**src/rtl/wb_burst_manager_if.sv**
```systemverilog
// Classic Wishbone bus between the burst manager (master) and a slave or arbiter.
interface wb_burst_manager_if #(
  parameter int DATA_W = 32,
  parameter int ADDR_W = 32
);
  logic [ADDR_W-1:0]   ADR_O;
  logic [DATA_W-1:0]   DAT_O;
  logic [DATA_W/8-1:0] SEL_O;
  logic                WE_O;
  logic                STB_O;
  logic                CYC_O;
  logic [DATA_W-1:0]   DAT_I;
  logic                ACK_I;

  modport master (
    output ADR_O, DAT_O, SEL_O, WE_O, STB_O, CYC_O,
    input  DAT_I, ACK_I
  );

  modport slave (
    input  ADR_O, DAT_O, SEL_O, WE_O, STB_O, CYC_O,
    output DAT_I, ACK_I
  );
endinterface

```
**src/rtl/wb_burst_manager.sv**
```systemverilog
// Turns one CPU command into a 1..MAX_BURST beat classic Wishbone cycle with
// incrementing addresses, streamed write/read data and an ACK watchdog.
module wb_burst_manager #(
  parameter int DATA_W    = 32,
  parameter int ADDR_W    = 32,
  parameter int MAX_BURST = 16,
  parameter int TIMEOUT   = 64,
  localparam int LEN_W    = (MAX_BURST > 1) ? $clog2(MAX_BURST) : 1
) (
  input  logic                wb_clk_i,
  input  logic                wb_rst_i,
  input  logic                WRITE_I,
  input  logic                READ_I,
  input  logic [ADDR_W-1:0]   ADR_I,
  input  logic [DATA_W/8-1:0] SEL_I,
  input  logic [LEN_W-1:0]    LEN_I,
  input  logic [DATA_W-1:0]   CPU_DAT_I,
  input  logic                WDAT_VALID_I,
  output logic                WDAT_READY_O,
  output logic [DATA_W-1:0]   CPU_DAT_O,
  output logic                RDAT_VALID_O,
  output logic                BUSY_O,
  output logic                DONE_O,
  output logic                ERR_O,
  wb_burst_manager_if.master  wb
);

  localparam int TIM_W = (TIMEOUT > 1) ? $clog2(TIMEOUT) : 1;
  localparam logic [TIM_W-1:0]  TIM_LAST = TIM_W'(TIMEOUT - 1);
  localparam logic [ADDR_W-1:0] ADR_STEP = ADDR_W'(DATA_W / 8);

  typedef enum logic [2:0] {
    IDLE,
    WDATA,
    STROBE,
    GAP,
    FINISH
  } state_t;

  state_t           state;
  logic [LEN_W-1:0] beat;
  logic [LEN_W-1:0] len;
  logic [TIM_W-1:0] timer;

  // Pulse outputs default low every cycle; WE_O doubles as the burst direction.
  always_ff @(posedge wb_clk_i or posedge wb_rst_i) begin
    if (wb_rst_i) begin
      state        <= IDLE;
      beat         <= '0;
      len          <= '0;
      timer        <= '0;
      WDAT_READY_O <= 1'b0;
      CPU_DAT_O    <= '0;
      RDAT_VALID_O <= 1'b0;
      BUSY_O       <= 1'b0;
      DONE_O       <= 1'b0;
      ERR_O        <= 1'b0;
      wb.ADR_O     <= '0;
      wb.DAT_O     <= '0;
      wb.SEL_O     <= '0;
      wb.WE_O      <= 1'b0;
      wb.STB_O     <= 1'b0;
      wb.CYC_O     <= 1'b0;
    end else begin
      RDAT_VALID_O <= 1'b0;
      DONE_O       <= 1'b0;
      ERR_O        <= 1'b0;

      unique case (state)
        IDLE: begin
          if (WRITE_I || READ_I) begin
            wb.ADR_O <= ADR_I;
            wb.SEL_O <= SEL_I;
            wb.WE_O  <= WRITE_I;
            len      <= LEN_I;
            beat     <= '0;
            timer    <= '0;
            BUSY_O   <= 1'b1;
            if (WRITE_I) begin
              WDAT_READY_O <= 1'b1;
              state        <= WDATA;
            end else begin
              wb.CYC_O <= 1'b1;
              wb.STB_O <= 1'b1;
              state    <= STROBE;
            end
          end
        end

        WDATA: begin
          if (WDAT_VALID_I) begin
            wb.DAT_O     <= CPU_DAT_I;
            WDAT_READY_O <= 1'b0;
            wb.CYC_O     <= 1'b1;
            wb.STB_O     <= 1'b1;
            state        <= STROBE;
          end
        end

        STROBE: begin
          // An ACK in the watchdog's final cycle still completes the beat.
          if (wb.ACK_I) begin
            timer    <= '0;
            wb.STB_O <= 1'b0;
            if (!wb.WE_O) begin
              CPU_DAT_O    <= wb.DAT_I;
              RDAT_VALID_O <= 1'b1;
            end
            if (beat == len) begin
              state <= FINISH;
            end else begin
              beat     <= beat + 1'b1;
              wb.ADR_O <= wb.ADR_O + ADR_STEP;
              if (wb.WE_O) begin
                WDAT_READY_O <= 1'b1;
                state        <= WDATA;
              end else begin
                state <= GAP;
              end
            end
          end else if ((TIMEOUT != 0) && (timer == TIM_LAST)) begin
            timer    <= '0;
            wb.CYC_O <= 1'b0;
            wb.STB_O <= 1'b0;
            wb.WE_O  <= 1'b0;
            BUSY_O   <= 1'b0;
            ERR_O    <= 1'b1;
            state    <= IDLE;
          end else begin
            timer <= timer + 1'b1;
          end
        end

        GAP: begin
          wb.STB_O <= 1'b1;
          state    <= STROBE;
        end

        FINISH: begin
          wb.CYC_O <= 1'b0;
          wb.WE_O  <= 1'b0;
          BUSY_O   <= 1'b0;
          DONE_O   <= 1'b1;
          state    <= IDLE;
        end

        default: state <= IDLE;
      endcase
    end
  end

endmodule

```
**src/flat_wrapper.sv**
```systemverilog
// flat-port wrapper written by rule: the top's interface ports become plain ports
module wb_burst_manager_flat 
#(
  parameter int DATA_W    = 32,
  parameter int ADDR_W    = 32,
  parameter int MAX_BURST = 16,
  parameter int TIMEOUT   = 64,
  localparam int LEN_W    = (MAX_BURST > 1) ? $clog2(MAX_BURST) : 1
)
  (wb_clk_i, wb_rst_i, WRITE_I, READ_I, ADR_I, SEL_I, LEN_I, CPU_DAT_I, WDAT_VALID_I, WDAT_READY_O, CPU_DAT_O, RDAT_VALID_O, BUSY_O, DONE_O, ERR_O, wb_ADR_O, wb_DAT_O, wb_SEL_O, wb_WE_O, wb_STB_O, wb_CYC_O, wb_DAT_I, wb_ACK_I);
  wb_burst_manager_if #(.DATA_W(DATA_W), .ADDR_W(ADDR_W)) wb_i ();
  input  logic wb_clk_i;
  input  logic wb_rst_i;
  input  logic WRITE_I;
  input  logic READ_I;
  input  logic [ADDR_W-1:0] ADR_I;
  input  logic [DATA_W/8-1:0] SEL_I;
  input  logic [LEN_W-1:0] LEN_I;
  input  logic [DATA_W-1:0] CPU_DAT_I;
  input  logic WDAT_VALID_I;
  output logic WDAT_READY_O;
  output logic [DATA_W-1:0] CPU_DAT_O;
  output logic RDAT_VALID_O;
  output logic BUSY_O;
  output logic DONE_O;
  output logic ERR_O;
  output wire logic [$bits(wb_i.ADR_O)-1:0] wb_ADR_O;
  output wire logic [$bits(wb_i.DAT_O)-1:0] wb_DAT_O;
  output wire logic [$bits(wb_i.SEL_O)-1:0] wb_SEL_O;
  output wire logic [$bits(wb_i.WE_O)-1:0] wb_WE_O;
  output wire logic [$bits(wb_i.STB_O)-1:0] wb_STB_O;
  output wire logic [$bits(wb_i.CYC_O)-1:0] wb_CYC_O;
  input wire logic [$bits(wb_i.DAT_I)-1:0] wb_DAT_I;
  input wire logic [$bits(wb_i.ACK_I)-1:0] wb_ACK_I;
  assign wb_ADR_O = wb_i.ADR_O;
  assign wb_DAT_O = wb_i.DAT_O;
  assign wb_SEL_O = wb_i.SEL_O;
  assign wb_WE_O = wb_i.WE_O;
  assign wb_STB_O = wb_i.STB_O;
  assign wb_CYC_O = wb_i.CYC_O;
  assign wb_i.DAT_I = wb_DAT_I;
  assign wb_i.ACK_I = wb_ACK_I;
  wb_burst_manager #(.DATA_W(DATA_W), .ADDR_W(ADDR_W), .MAX_BURST(MAX_BURST), .TIMEOUT(TIMEOUT)) u_core (.wb_clk_i(wb_clk_i), .wb_rst_i(wb_rst_i), .WRITE_I(WRITE_I), .READ_I(READ_I), .ADR_I(ADR_I), .SEL_I(SEL_I), .LEN_I(LEN_I), .CPU_DAT_I(CPU_DAT_I), .WDAT_VALID_I(WDAT_VALID_I), .WDAT_READY_O(WDAT_READY_O), .CPU_DAT_O(CPU_DAT_O), .RDAT_VALID_O(RDAT_VALID_O), .BUSY_O(BUSY_O), .DONE_O(DONE_O), .ERR_O(ERR_O), .wb(wb_i));
endmodule
```
**config.mk**
```make
export PLATFORM = sky130hd
export DESIGN_NAME = wb_burst_manager_flat
export DESIGN_NICKNAME = d
export VERILOG_FILES = /design/src/rtl/wb_burst_manager_if.sv /design/src/rtl/wb_burst_manager.sv /design/src/flat_wrapper.sv
export SDC_FILE = /design/constraint.sdc
export NUM_CORES = 1
export LEC_CHECK = 0
export BUFFER_PORTS_ARGS = -buffer_cell sky130_fd_sc_hd__buf_2
export CAP_MARGIN = 20
export CORE_ASPECT_RATIO = 0.75
export CORE_MARGIN = 2
export CORE_UTILIZATION = 35
export CTS_BUF_LIST = sky130_fd_sc_hd__clkbuf_4
export CTS_CLUSTER_DIAMETER = 150
export CTS_CLUSTER_SIZE = 14
export DETAILED_ROUTE_END_ITERATION = 8
export RECOVER_POWER = 50
export SETUP_SLACK_MARGIN = 0.2
export SLEW_MARGIN = 20
export SYNTH_ARGS = -nofsm -noshare
export SYNTH_HDL_FRONTEND = slang
export SYNTH_SLANG_ARGS = --single-unit
```
**constraint.sdc**
```tcl
create_clock -name wb_clk_i -period 9.1 [get_ports wb_clk_i]
set_clock_uncertainty 0.2 [all_clocks]
set_input_delay 1.365 -clock wb_clk_i [delete_from_list [all_inputs] [get_ports wb_clk_i]]
set_output_delay 1.365 -clock wb_clk_i [all_outputs]
set_load 0.005 [all_outputs]
```
* Yosys cells after proc, flatten, opt, wreduce, memory -nomap -nowiden
Cells that the tools add are included.
** Storage, ports and cells
- Register bits after elaboration :: 125
- Bits in latches :: 0
- Memory bits (writable) :: 0
- ROM bits :: 0
- Bits of input ports :: 110
- Output and inout port bits :: 108
- Memories kept :: 0
** Cells by class
- Add/sub/neg operators :: 3
- $mul :: 0
- Divide/modulo/power cells :: 0
- Order comparisons :: 0
- Eq/ne operators :: 16
- Shift operators :: 0
- Muxes and demuxes :: 46
- Bitwise logic cells :: 1
- Reductions and logical operators :: 17
** Operator list (count)
- 32-bit two-way mux :: 3
- 32-bit one-hot mux with 2 select lines :: 1
- 32-bit by 3-bit adder with 32-bit output, second input constant :: 1
- 1-bit two-way mux :: 21
- 6-bit two-way mux :: 3
- 3-bit two-way mux :: 5
- 4-bit two-way mux :: 3
- 2-bit inequality test, second input constant :: 6
- 3-bit one-hot mux with 4 select lines :: 1
- 6-bit one-hot mux with 2 select lines :: 1
- 1-bit one-hot mux with 3 select lines :: 3
- 1-bit one-hot mux with 4 select lines :: 2
- 4-bit one-hot mux with 2 select lines :: 1
- 4-bit AND reduction :: 2
- 4-bit nonzero test :: 2
- 7-bit AND reduction :: 1
- 6-bit by 1-bit adder with 6-bit output, second input constant :: 1
- 3-bit by 2-bit equality test with 1-bit output, second input constant :: 2
- 6-bit equality test, second input constant :: 1
- 2-bit by 1-bit inequality test with 1-bit output, second input constant :: 3
- 2-bit AND reduction :: 3
- 3-bit AND reduction :: 2
- 6-bit AND reduction :: 1
- 3-bit nonzero test :: 2
- 11 further kinds :: 12

* Logic depth before layout (Yosys ltp)
Gate-level depths: netlist of run 1.
- Word-level depth :: 4
- Gate-level depth with buffers :: 7

* Least setup slack after synthesis of run 1
No wires, ideal clock.
- Kind :: input to register
- Start point :: input port WRITE_I
- End point :: register u_core.wb.ADR_O[16]
- Setup time :: 121 ps
- Arrival time :: 2623 ps
- Required time :: 8779 ps
- Setup slack :: 6156 ps
- Stages on the path :: 6
- Buffers on the path :: 2
- Cell sequence :: clkbuf_1 -> o21ai_1 -> and2_1 -> clkbuf_1 -> nor2_1 -> o22a_1
** Between the ends
- Longest elaborated chain between the ends :: 3
** Ends and longest elaborated chain
- start, declared :: RTL line flat_wrapper.sv:14 : input logic WRITE_I;
- 1-bit logical OR :: RTL line wb_burst_manager.sv:71 : if (WRITE_I || READ_I) begin
- 2-bit by 1-bit inequality test with 1-bit output (no source line)
- 4-bit AND reduction (no source line)
- end signal, assigned :: RTL line wb_burst_manager.sv:113 : wb.ADR_O <= wb.ADR_O + ADR_STEP;
- end, declared :: RTL line wb_burst_manager_if.sv:16 : output ADR_O, DAT_O, SEL_O, WE_O, STB_O, CYC_O,
No other way between the ends.
A chain may end at the register's enable or synchronous reset.

* Final worst setup path of run 1
- Start point :: register u_core.state[1]
- End point :: register u_core.CPU_DAT_O[27]
** Between the ends
- Longest elaborated chain between the ends :: 2
** Ends and longest elaborated chain
- start, declared :: RTL line wb_burst_manager.sv:40 : state_t state;
- start signal, assigned :: RTL line wb_burst_manager.sv:48 : state <= IDLE;
- start signal, assigned :: RTL line wb_burst_manager.sv:81 : state <= WDATA;
- start signal, assigned :: RTL line wb_burst_manager.sv:85 : state <= STROBE;
- 3-bit by 2-bit equality test with 1-bit output :: RTL line wb_burst_manager.sv:69 : unique case (state)
- 3-bit AND reduction (no source line)
- end signal, assigned :: RTL line wb_burst_manager.sv:106 : CPU_DAT_O <= wb.DAT_I;
- end, declared :: RTL line wb_burst_manager.sv:20 : output logic [DATA_W-1:0] CPU_DAT_O,
No other way between the ends.

==> results of run 1 <==
-- cell usage in the layout, fill, tap and decap left out, types with 2 or more instances in the layout --
master      instances
buf_2             185
dfrtp_1           125
nand2_1            74
mux2_2             63
a21oi_1            39
clkbuf_1           35
o21ai_0            33
nor2_1             31
clkbuf_4           17
nand3_1            14
o22a_1              9
o31ai_1             9
nand4_1             8
nor3_1              7
inv_1               6
and2_1              5
a31oi_1             5
o22ai_1             5
clkinvlp_4          5
xor2_1              4
and3_1              4
nor3b_1             3
and4_1              3
nor4_1              3
ha_1                3
clkinv_1            3
clkinv_4            3
o41ai_1             2
o32ai_1             2
a41oi_1             2
or4_1               2
a311oi_1            2
a22o_1              2
nor4b_1             2
nand2b_1            2
nor2b_1             2
bufinv_16           2
-- per-stage QoR --
stage	hold slack (ns)	area [µm²]
floorplan	0.265	5730
global placement	0.262	6980
detailed placement	0.265	6980
CTS	0.295	7260
global route	0.314	7190
finish	0.290	7190
-- state kept, by name, summed over array words and instances (netlist names) --
name and cells:
u_core.CPU_DAT_O 32, u_core.wb.ADR_O 32, u_core.wb.DAT_O 32, u_core.timer 6, u_core.beat 4, u_core.len 4
u_core.wb.SEL_O 4, u_core.state 3, u_core.BUSY_O 1, u_core.DONE_O 1, u_core.ERR_O 1, u_core.RDAT_VALID_O 1
u_core.WDAT_READY_O 1, u_core.wb.CYC_O 1, u_core.wb.STB_O 1, u_core.wb.WE_O 1
-- logic make-up after synthesis --
logic type | after synthesis | share of synthesized area [%]
AO/OA/AOI/OAI | 124 | 13.7
XOR/XNOR | 5 | 0.764
adder cells (fa/ha/maj) | 3 | 0.655
buffers and inverters | 36 | 3.01
flip-flops | 125 | 54.6
multiplexers | 64 | 12.6
AND/OR/NAND/NOR | 172 | 14.7
-- layout make-up --
| class | count | area [µm²] |
|---|---|---|
| fillers | 1580 | 8820 |
| flip-flops and latches | 125 | 3130 |
| multi-input cells | 368 | 2430 |
| repair buffers | 222 | 1070 |
| well taps | 210 | 263 |
| clock inverters | 15 | 149 |
| clock buffers | 17 | 128 |
| inverters | 7 | 27.5 |
| diodes | 1 | 2.50 |
-- critical path, delay by kind of cell (launching register included) --
| kind | cells | cell delay, ns |
|---|---|---|
| DFF | 1 | 0.64 |
| and+or+nand+nor | 3 | 0.76 |
| buffers and inverters | 2 | 3.11 |
| muxes | 1 | 0.45 |
-- where the power goes --
part / leakage [nW] / internal, mW / total [mW] / switching [mW]
Combinational: 1.65 / 0.508 / 1.08 / 0.573
Sequential: 1.49 / 0.817 / 1.03 / 0.213
Clock: 0.133 / 0.161 / 0.386 / 0.225
Total: 3.28 / 1.49 / 2.50 / 1.01
-- worst min-delay path by stage --
stage	startpoint	to	slack, ns
after global placement	u_core.wb.SEL_O[1]$_DFFE_PP0P_	u_core.wb.SEL_O[1]$_DFFE_PP0P_	0.26
after global routing	u_core.wb.SEL_O[0]$_DFFE_PP0P_	u_core.wb.SEL_O[0]$_DFFE_PP0P_	0.31
after CTS	u_core.wb.SEL_O[2]$_DFFE_PP0P_	u_core.wb.SEL_O[2]$_DFFE_PP0P_	0.30
final	u_core.wb.SEL_O[0]$_DFFE_PP0P_	u_core.wb.SEL_O[0]$_DFFE_PP0P_	0.29
after detailed placement	u_core.wb.SEL_O[2]$_DFFE_PP0P_	u_core.wb.SEL_O[2]$_DFFE_PP0P_	0.26
after floorplan	u_core.len[0]$_DFFE_PP0P_	u_core.len[0]$_DFFE_PP0P_	0.27
-- metal layers --
metal,part of all wire (%),vias to the layer above,GRT usage (%)
met1,45,2412,24.4
met3,6.1,16,5.04
met5,0,-,0
li1,-,2354,-
met4,1.4,0,5.80
met2,48,145,28.2
==> flow_summary_export.csv, run 1 <==
group,metric,value,unit
synthesis,syn_nets,642,
synthesis,yosys_register_bits,125,
setup_path,path_common_cell,"clkbuf_1",
clock_tree,cts_sinks,125,
timing,fin_crit,5.29,ns
finish,drive_gt1_share,38.3,%
synthesis,netlist_area,5730,µm²
setup_path,critPathArrivalTime,5.51,ns
setup_path,cp-end-kind,"flip-flop",
setup_path,rr_endpoint,"u_core.CPU_DAT_O[27]$_DFFE_PP0P_",
clock_tree,cts_made_buffers,17,
synthesis,ys_top_cells_by_area,"dfrtp_1 (55%), mux2_2 (13%), nand2_1 (4.9%)",
synthesis,synth_cell_types,60,
setup_path,slowest_delay,1.88,ns
clock_tree,ctsResizeCount,0,
finish,final_util,44.9,%
drt,vias,4927,
setup_path,reg2reg_depth,6,
setup_path,critPathLaunch,"u_core.state[1]$_DFFE_PP0P_",
placed_design,place.gp.congestion,0.825,
synthesis,synth_area_per_cell,10.8,µm²
die,io_pins,218,
timing,relSlewSlack,-82.4,%
synthesis,synth_top_area_share,54.6,%
setup_path,slowest_stage,"clkbuf_1",
placed_design,dp_slack,5.45,ns
pwr,power_density,347,nW/µm²
finish,area_growth,25.5,%
clock_tree,root_buffer,"clkbuf_4",
timing,slew_viol_final,199,
drt,vias_per_cell,5.11,
synthesis,synth.most_common_cell,"dfrtp_1",
grt,grt.overflow.total,0,
clock_tree,tritoncts,"yes",
pwr,leakagePower,3.28,nW
setup_path,r2r_slack,3.81,ns
synthesis,synth_edf_count,0,
drt,final_antenna_net_count,0,
timing,period_share,58.1,%
clock_tree,cts_setup_buffers,0,
synthesis,yosysWarnings,0,
timing,setup_viol,0,
placed_design,dp_cells,932,
setup_path,cp-endpoint,"u_core.CPU_DAT_O[27]$_DFFE_PP0P_",
clock_tree,cts_hold_buf,0,
grt,grt_pass1_vias,4774,
finish,fin_cells,965,
job,maxCapViolations,4,
setup_path,cp-start-kind,"flip-flop",
synthesis,synth_area_leader_cell,"dfrtp_1",
timing,timing.fmax,189,MHz
pwr,finalPower,2.50,mW
clock_tree,clockBufferDepth,2,
timing,setup_tns,0,ns
clock_tree,cts.clk_slew.worst_paths,0.11,ns
drt,drc,0,
setup_path,critPathMaxFanout,66,
status,violations,"capacitance limit, slew limit",
timing,hold_viol,0,
die,die_w,152,µm
synthesis,synthArstFlopShare,100,%
finish,finalNetCount,854,
die,coreArea,16000,µm²
synthesis,syn_inst,529,
status,status,"finished, violations left",
die,die_h,115,µm
setup_path,reg2reg_from,"u_core.state[1]$_DFFE_PP0P_",
die,start_util,35.8,%
pwr,vdd_drop_max,0.128,mV
grt,grt_use_total,18.0,%
die,core.rowCount,40,
setup_path,criticalPathCategory,"flip-flop to flip-flop",
drt,dr.pass1.iters,4,
synthesis,ys_seq_area_share,54.6,%
placed_design,portBuffers,217,
setup_path,required,9.32,ns
die,dieArea,17400,µm²
clock_tree,cts.htree.levels,4,
timing,tightest_slew,2.72,ns
grt,grt_max_degree,67,
synthesis,synth_common_cells,"dfrtp_1 (125), nand2_1 (75), mux2_2 (64), a21oi_1 (39)",
clock_tree,clk_latency,0.54,ns
drt,first_iter_violations,285,
drt,wl_per_cell,16.2,µm
grt,grt_first_pass_wirelength,24400,µm
hold_path,hold_depth,2,
grt,antenna_found_initial,2,
drt,drt_wl_total,15700,µm
timing,rsz0062_at_grt,"no",
timing,fin_ws,3.81,ns
setup_path,cp_cell_sequence,"nor3b_1 > clkbuf_1 > nand2_1 > nor2_2 > clkbuf_1 > mux2_2",
placed_design,dpl.hpwl,11200,µm
hold_path,hold_class,"flip-flop to flip-flop",
synthesis,synthFlopType,"dfrtp_1",
Power figures use the tool's default switching activity.
==> run 2, diff against run 1 <==
==> constraint.sdc (replaced) <==
create_clock -name wb_clk_i -period 4.7 [get_ports wb_clk_i]
set_clock_uncertainty 0.2 [all_clocks]
set_input_delay 0.705 -clock wb_clk_i [delete_from_list [all_inputs] [get_ports wb_clk_i]]
set_output_delay 0.705 -clock wb_clk_i [all_outputs]
set_load 0.005 [all_outputs]
==> run 2 against run 1 <==
Against the previous run: the flow still finishes with violations (capacitance limit, slew limit); global-route usage decreased by 0.12 points; worst hold slack worse by 0.14 ns; power up 95%; wire length grew 0.14%; combinational power rose by 92%; critical path type unchanged; largest cell class unchanged; highest routed layer unchanged.
==> flow_summary_export.csv, run 2 (synthesis gave the netlist of run 1 again) <==
group,metric,value,unit
status,status,"finished, violations left",
status,violations,"capacitance limit, slew limit",
placed_design,place.gp.congestion,0.827,
finish,drive_gt1_share,39.2,%
finish,regArea,3130,µm²
pwr,switchingPower,1.95,mW
grt,grt_pass1_vias,4773,
die,coreArea,16000,µm²
clock_tree,cts.htree.levels,4,
drt,drc,0,
clock_tree,tritoncts,"yes",
timing,timing.fmax,314,MHz
clock_tree,cts_sinks,125,
timing,rsz0062_at_grt,"no",
timing,setup_viol,0,
finish,layout_common_cells,"buf_2 (182), dfrtp_1 (125), nand2_1 (74), mux2_2 (64), a21oi_1 (39)",
drt,vias,4962,
die,die_w,152,µm
die,die_h,115,µm
grt,grt_max_degree,67,
placed_design,dpl.hpwl,11400,µm
setup_path,cp-end-kind,"flip-flop",
timing,slew_viol_final,64,
clock_tree,root_buffer,"clkbuf_4",
finish,final_common_cell,"buf_2",
placed_design,portBuffers,217,
drt,first_iter_violations,293,
setup_path,required,4.94,ns
drt,final_antenna_net_count,0,
drt,dr.pass1.iters,4,
clock_tree,cts_hold_buf,0,
pwr,vdd_drop_max,0.275,mV
setup_path,critPathArrivalTime,3.42,ns
timing,setup_tns,0,ns
pwr,swShare,40.1,%
grt,grt_first_pass_wirelength,24300,µm
die,io_pins,218,
drt,wl_per_cell,16.2,µm
setup_path,critPathMaxFanout,29,
grt,grt.overflow.total,0,
pwr,power_density,672,nW/µm²
pwr,leakagePower,3.30,nW
drt,drt_wl_total,15700,µm
timing,hold_viol,0,
clock_tree,clk_latency,0.56,ns
finish,reg_top3,"u_core.CPU_DAT_O: 32 flops, u_core.wb.ADR_O: 32 flops, u_core.wb.DAT_O: 32 flops",
die,dieArea,17400,µm²
timing,relSlewSlack,-77.9,%
clock_tree,cts_setup_buffers,0,
finish,finalNetCount,855,
clock_tree,ctsResizeCount,0,
timing,fin_crit,3.18,ns
job,maxCapViolations,1,
setup_path,criticalPathCategory,"flip-flop to flip-flop",
die,core.rowCount,40,
clock_tree,cts.clk_slew.worst_paths,0.11,ns
pwr,clockPowerShare,16.3,%
pwr,seq_power_share,41.1,%
timing,period_share,67.7,%
drt,vias_per_cell,5.14,
clock_tree,clockBufferDepth,2,
setup_path,slowest_delay,0.91,ns
pwr,intPower,2.92,mW
die,start_util,35.8,%
setup_path,cp-start-kind,"flip-flop",
pwr,finalPower,4.87,mW
clock_tree,cts_made_buffers,17,
finish,multiInputGateArea,2440,µm²
setup_path,cp_cell_sequence,"xor2_1 > o41ai_1 > and2_1 > nor3_1 > a211o_1",
setup_path,slowest_stage,"and2_1",
finish,area_growth,26.4,%
pwr,p_comb_share,42.6,%
grt,grt_use_total,17.9,%
grt,antenna_found_initial,1,
timing,tightest_slew,2.65,ns
finish,fillers,1584,
hold_path,hold_class,"input pin to flip-flop",
==> run 2: changes by cell type in the layout (fill, tap and decap cells not counted), moves of 2 or more <==
cell | before | now
buf_2 | 185 | 182
clkinv_1 | 3 | 1
clkinv_4 | 3 | 0
clkinv_2 | 1 | 3
buf_4 | 1 | 6
==> run 2: final timing paths <==
path	startpoint	to	slack, ns	cells past startpoint
max	u_core.beat[1]$_DFFE_PP0P_	u_core.wb.ADR_O[28]$_DFFE_PP0P_	1.52	5
min	LEN_I[2]	u_core.len[2]$_DFFE_PP0P_	0.15	3
max reg2reg	u_core.beat[1]$_DFFE_PP0P_	u_core.wb.ADR_O[28]$_DFFE_PP0P_	1.52	5
min reg2reg	u_core.wb.SEL_O[2]$_DFFE_PP0P_	u_core.wb.SEL_O[2]$_DFFE_PP0P_	0.29	2
max in group asynchronous	wb_rst_i	u_core.state[2]$_DFFE_PP0P_	2.19	3
min in group asynchronous	wb_rst_i	u_core.CPU_DAT_O[9]$_DFFE_PP0P_	0.68	2
==> run 2: metal layers <==
metal / share of wire, % / up-vias / track usage (%)
li1: - / 2357 / -
met1: 44 / 2442 / 24.1
met2: 48 / 142 / 27.7
met3: 6.1 / 21 / 4.80
met4: 2.0 / 0 / 7.16
met5: 0 / - / 0
==> run 2: power groups by stage <==
| stage | sequential [mW] | clock (mW) | combinational, mW |
|---|---|---|---|
| 3_5_place_dp | 2.01 | 0 | 2.13 |
| 6_report | 2.00 | 0.793 | 2.07 |
| 5_1_grt | 2.08 | 0.871 | 2.31 |
| 4_1_cts | 2.00 | 0.813 | 2.14 |
| 2_1_floorplan | 1.97 | 0 | 1.35 |
| 3_3_place_gp | 1.99 | 0 | 2.06 |
==> run 2: metrics by stage <==
| step | setup slack (ns) | hold WS [ns] | instance area, µm² | instances | utilization [%] |
|---|---|---|---|---|---|
| 6_report | 1.52 | 0.152 | 7240 | 966 | 45.2 |
| 5_1_grt | 1.36 | 0.121 | 7240 | 966 | 45.2 |
| 4_1_cts | 1.78 | 0.0714 | 7290 | 965 | 45.5 |
| 3_5_place_dp | 1.70 | 0.263 | 6990 | 933 | 43.7 |
| 3_3_place_gp | 1.76 | 0.262 | 6990 | 933 | 43.7 |
| 2_1_floorplan | 0.467 | 0.265 | 5730 | 529 | - |
==> run 2: worst max-delay path, delay by kind of cell (launching register included) <==
kind	cells	cell delay [ns]
AND/OR/NAND/NOR	2	1.13
flip-flops	1	0.43
AO/OA/AOI/OAI	2	1.13
XOR/XNOR	1	0.19
==> run 2: final cells by class <==
cell class	instances	area share, %
flip-flops and latches	125	43.2
well taps	210	3.63
diodes	1	0.0345
inverters	7	0.380
multi-input cells	368	33.6
clock buffers	17	1.76
repair buffers	223	15.0
clock inverters	15	2.37
==> run 3, diff against run 2 <==
--- a/config.mk
+++ b/config.mk
@@ -5,6 +5,7 @@
 export SDC_FILE = /design/constraint.sdc
 export NUM_CORES = 1
 export LEC_CHECK = 0
+export ABC_AREA = 1
 export BUFFER_PORTS_ARGS = -buffer_cell sky130_fd_sc_hd__buf_2
 export CAP_MARGIN = 20
 export CORE_ASPECT_RATIO = 0.75
==> constraint.sdc (replaced) <==
create_clock -name wb_clk_i -period 2.6 [get_ports wb_clk_i]
set_clock_uncertainty 0.2 [all_clocks]
set_input_delay 0.39 -clock wb_clk_i [delete_from_list [all_inputs] [get_ports wb_clk_i]]
set_output_delay 0.39 -clock wb_clk_i [all_outputs]
set_load 0.005 [all_outputs]
==> run 3 against run 2 <==
Against the previous run: the flow now finishes without violations; cell area grew 24%; worst hold slack lost 0.12 ns; critical path depth grew 1; sequential cell count is the same; critical endpoint is now u_core.wb.ADR_O[0]$_DFFE_PP0P_; largest cell class unchanged.
==> flow_summary_export.csv, run 3 <==
group,metric,value,unit
grt,antenna_found_initial,1,
setup_path,cp-end-kind,"flip-flop",
die,core.rowCount,42,
setup_path,required,2.83,ns
drt,drt_wl_total,19100,µm
synthesis,synthArstFlopShare,100,%
finish,area_growth,39.7,%
clock_tree,root_buffer,"clkbuf_4",
grt,grt_max_degree,47,
drt,vias_per_cell,4.53,
synthesis,netlist_area,6430,µm²
drt,first_iter_violations,520,
synthesis,yosys_register_bits,125,
placed_design,dpl.hpwl,13300,µm
clock_tree,cts_setup_buffers,0,
die,die_w,161,µm
die,io_pins,218,
finish,reg_top3,"u_core.CPU_DAT_O: 32 flops, u_core.wb.ADR_O: 32 flops, u_core.wb.DAT_O: 32 flops",
setup_path,critPathArrivalTime,2.49,ns
placed_design,dp_slack,0.326,ns
clock_tree,tritoncts,"yes",
placed_design,place.gp.congestion,0.846,
timing,relSlewSlack,8.06,%
die,start_util,36.1,%
synthesis,ys_seq_area_share,48.6,%
timing,slew_viol_final,0,
synthesis,synthFlopType,"dfrtp_1",
synthesis,synth_edf_count,0,
job,maxCapViolations,0,
timing,tightest_slew,1.37,ns
die,coreArea,17800,µm²
drt,final_antenna_net_count,0,
timing,timing.fmax,443,MHz
synthesis,yosysWarnings,0,
die,die_h,121,µm
synthesis,syn_nets,937,
synthesis,synth.most_common_cell,"nand2_1",
hold_path,hold_class,"input pin to flip-flop",
drt,vias,6330,
timing,rsz0062_at_grt,"no",
timing,period_share,86.9,%
pwr,finalPower,9.14,mW
pwr,leakagePower,4.69,nW
finish,layout_common_cells,"nand2_1 (350), buf_2 (181), dfrtp_1 (125), dlygate4sd3_1 (96), nor2_1 (77)",
grt,grt_use_total,19.9,%
finish,drive_gt1_share,25.2,%
timing,setup_viol,0,
pwr,vdd_drop_max,0.434,mV
synthesis,synth_top_area_share,48.6,%
grt,grt_first_pass_wirelength,31000,µm
clock_tree,clk_latency,0.55,ns
setup_path,cp-start-kind,"flip-flop",
clock_tree,clockBufferDepth,2,
synthesis,synth_area_per_cell,7.81,µm²
finish,finalNetCount,1253,
finish,final_common_cell,"nand2_1",
setup_path,criticalPathCategory,"flip-flop to flip-flop",
placed_design,portBuffers,217,
clock_tree,cts_made_buffers,17,
grt,grt.overflow.total,0,
grt,grt_pass1_vias,6096,
drt,drc,0,
synthesis,synth_cell_types,35,
clock_tree,cts_sinks,125,
die,dieArea,19500,µm²
synthesis,synth_common_cells,"nand2_1 (350), dfrtp_1 (125), nor2_1 (76), inv_1 (68), nand3_1 (56)",
pwr,power_density,1020,nW/µm²
timing,fin_crit,2.26,ns
synthesis,ys_top_cells_by_area,"dfrtp_1 (49%), nand2_1 (20%), mux2_2 (6.0%)",
clock_tree,cts.htree.levels,4,
timing,fin_ws,0.340,ns
setup_path,critPathMaxFanout,13,
drt,dr.pass1.iters,5,
timing,hold_viol,0,
synthesis,synth_area_leader_cell,"dfrtp_1",
clock_tree,cts.clk_slew.worst_paths,0.14,ns
synthesis,syn_inst,824,
status,status,"finished clean",
drt,wl_per_cell,13.7,µm
timing,setup_tns,0,ns
## run 3: cell count changes after synthesis, moves of 6 or more
| cell | before | now |
|---|---|---|
| clkbuf_1 | 16 | 1 |
| and2_1 | 6 | 0 |
| mux2_2 | 64 | 34 |
| inv_1 | 7 | 68 |
| a21oi_1 | 39 | 7 |
| nand3_1 | 14 | 56 |
| buf_2 | 9 | 18 |
| o31ai_1 | 9 | 0 |
| or2_2 | 0 | 17 |
| o22a_1 | 9 | 0 |
| o21ai_0 | 32 | 9 |
| nor2_1 | 32 | 76 |
| o21ai_1 | 1 | 12 |
| nand2_1 | 75 | 350 |
## run 3: final timing paths
| check | end | slack, ns | from | cells after the start |
|---|---|---|---|---|
| worst max-delay path | u_core.wb.ADR_O[0]$_DFFE_PP0P_ | 0.34 | u_core.state[1]$_DFFE_PP0P_ | 6 |
| worst min-delay path | u_core.wb.ADR_O[21]$_DFFE_PP0P_ | 0.03 | ADR_I[21] | 6 |
| worst max register to register | u_core.wb.ADR_O[0]$_DFFE_PP0P_ | 0.34 | u_core.state[1]$_DFFE_PP0P_ | 6 |
| worst min register to register | u_core.CPU_DAT_O[22]$_DFFE_PP0P_ | 0.28 | u_core.CPU_DAT_O[22]$_DFFE_PP0P_ | 2 |
| max in group asynchronous | u_core.wb.ADR_O[23]$_DFFE_PP0P_ | 0.51 | wb_rst_i | 5 |
| min in group asynchronous | u_core.wb.DAT_O[18]$_DFFE_PP0P_ | 0.52 | wb_rst_i | 3 |
## run 3: repair_timing
action	in CTS	in global routing
resized for setup	0	2
hold buffers	96	0
endpoints found under the hold margin	120	0
setup endpoints to repair	0	13
## run 3: critical path, cell delays in order (launching register included)
cell,delay [ns]
dfrtp_1,0.46
inv_1,0.09
nand2_1,0.10
nor2_1,0.33
o21ai_1,0.42
buf_4,0.30
mux2_2,0.27
## run 3: per-layer routing
layer	part of all wire [%]	wire length, µm	up-vias	global-route usage, %
li1	-	-	3208	-
met2	44	8360	215	30.0
met5	0	0	-	0
met1	49	9290	2883	28.6
met3	6.3	1210	24	4.75
met4	1.5	286	0	5.52
## run 3: stage by stage
stage	cell area [µm²]	std cells	util [%]	hold WS, ns
after floorplan	6440	824	-	0.263
after global placement	7800	1267	43.8	0.252
after detailed placement	7800	1267	43.8	0.254
after CTS	9060	1395	50.8	0.00357
after global routing	8990	1396	50.4	0.00272
final	8990	1396	50.4	0.0293
## run 3: report_power, final
part	internal [mW]	switching (mW)
combinational	1.78	2.33
clock	0.603	0.838
sequential	2.84	0.752
total	5.22	3.92
## run 3: cells by family (layout without fill, tap and decap cells)
| family | after synthesis | in the layout | share of synthesized area (%) |
|---|---|---|---|
| other | 0 | 1 | 0 |
| and+or+nand+nor | 522 | 522 | 34.1 |
| buffers and inverters | 97 | 426 | 6.54 |
| DFF | 125 | 125 | 48.6 |
| muxes | 38 | 38 | 6.65 |
| AOI/OAI and AO/OA | 36 | 36 | 3.13 |
| adders and majority gates | 3 | 3 | 0.584 |
| xor gates and xnor gates | 3 | 3 | 0.409 |
## run 3: cell type report
cell class / count / area [µm²]
Fill cell: 1724 / 8830
Antenna cell: 1 / 2.50
Clock inverter: 14 / 159
Inverter: 73 / 278
Tap cell: 242 / 303
Clock buffer: 18 / 135
Multi-Input combinational cell: 602 / 2870
Sequential cell: 125 / 3130
Timing Repair Buffer: 321 / 2110
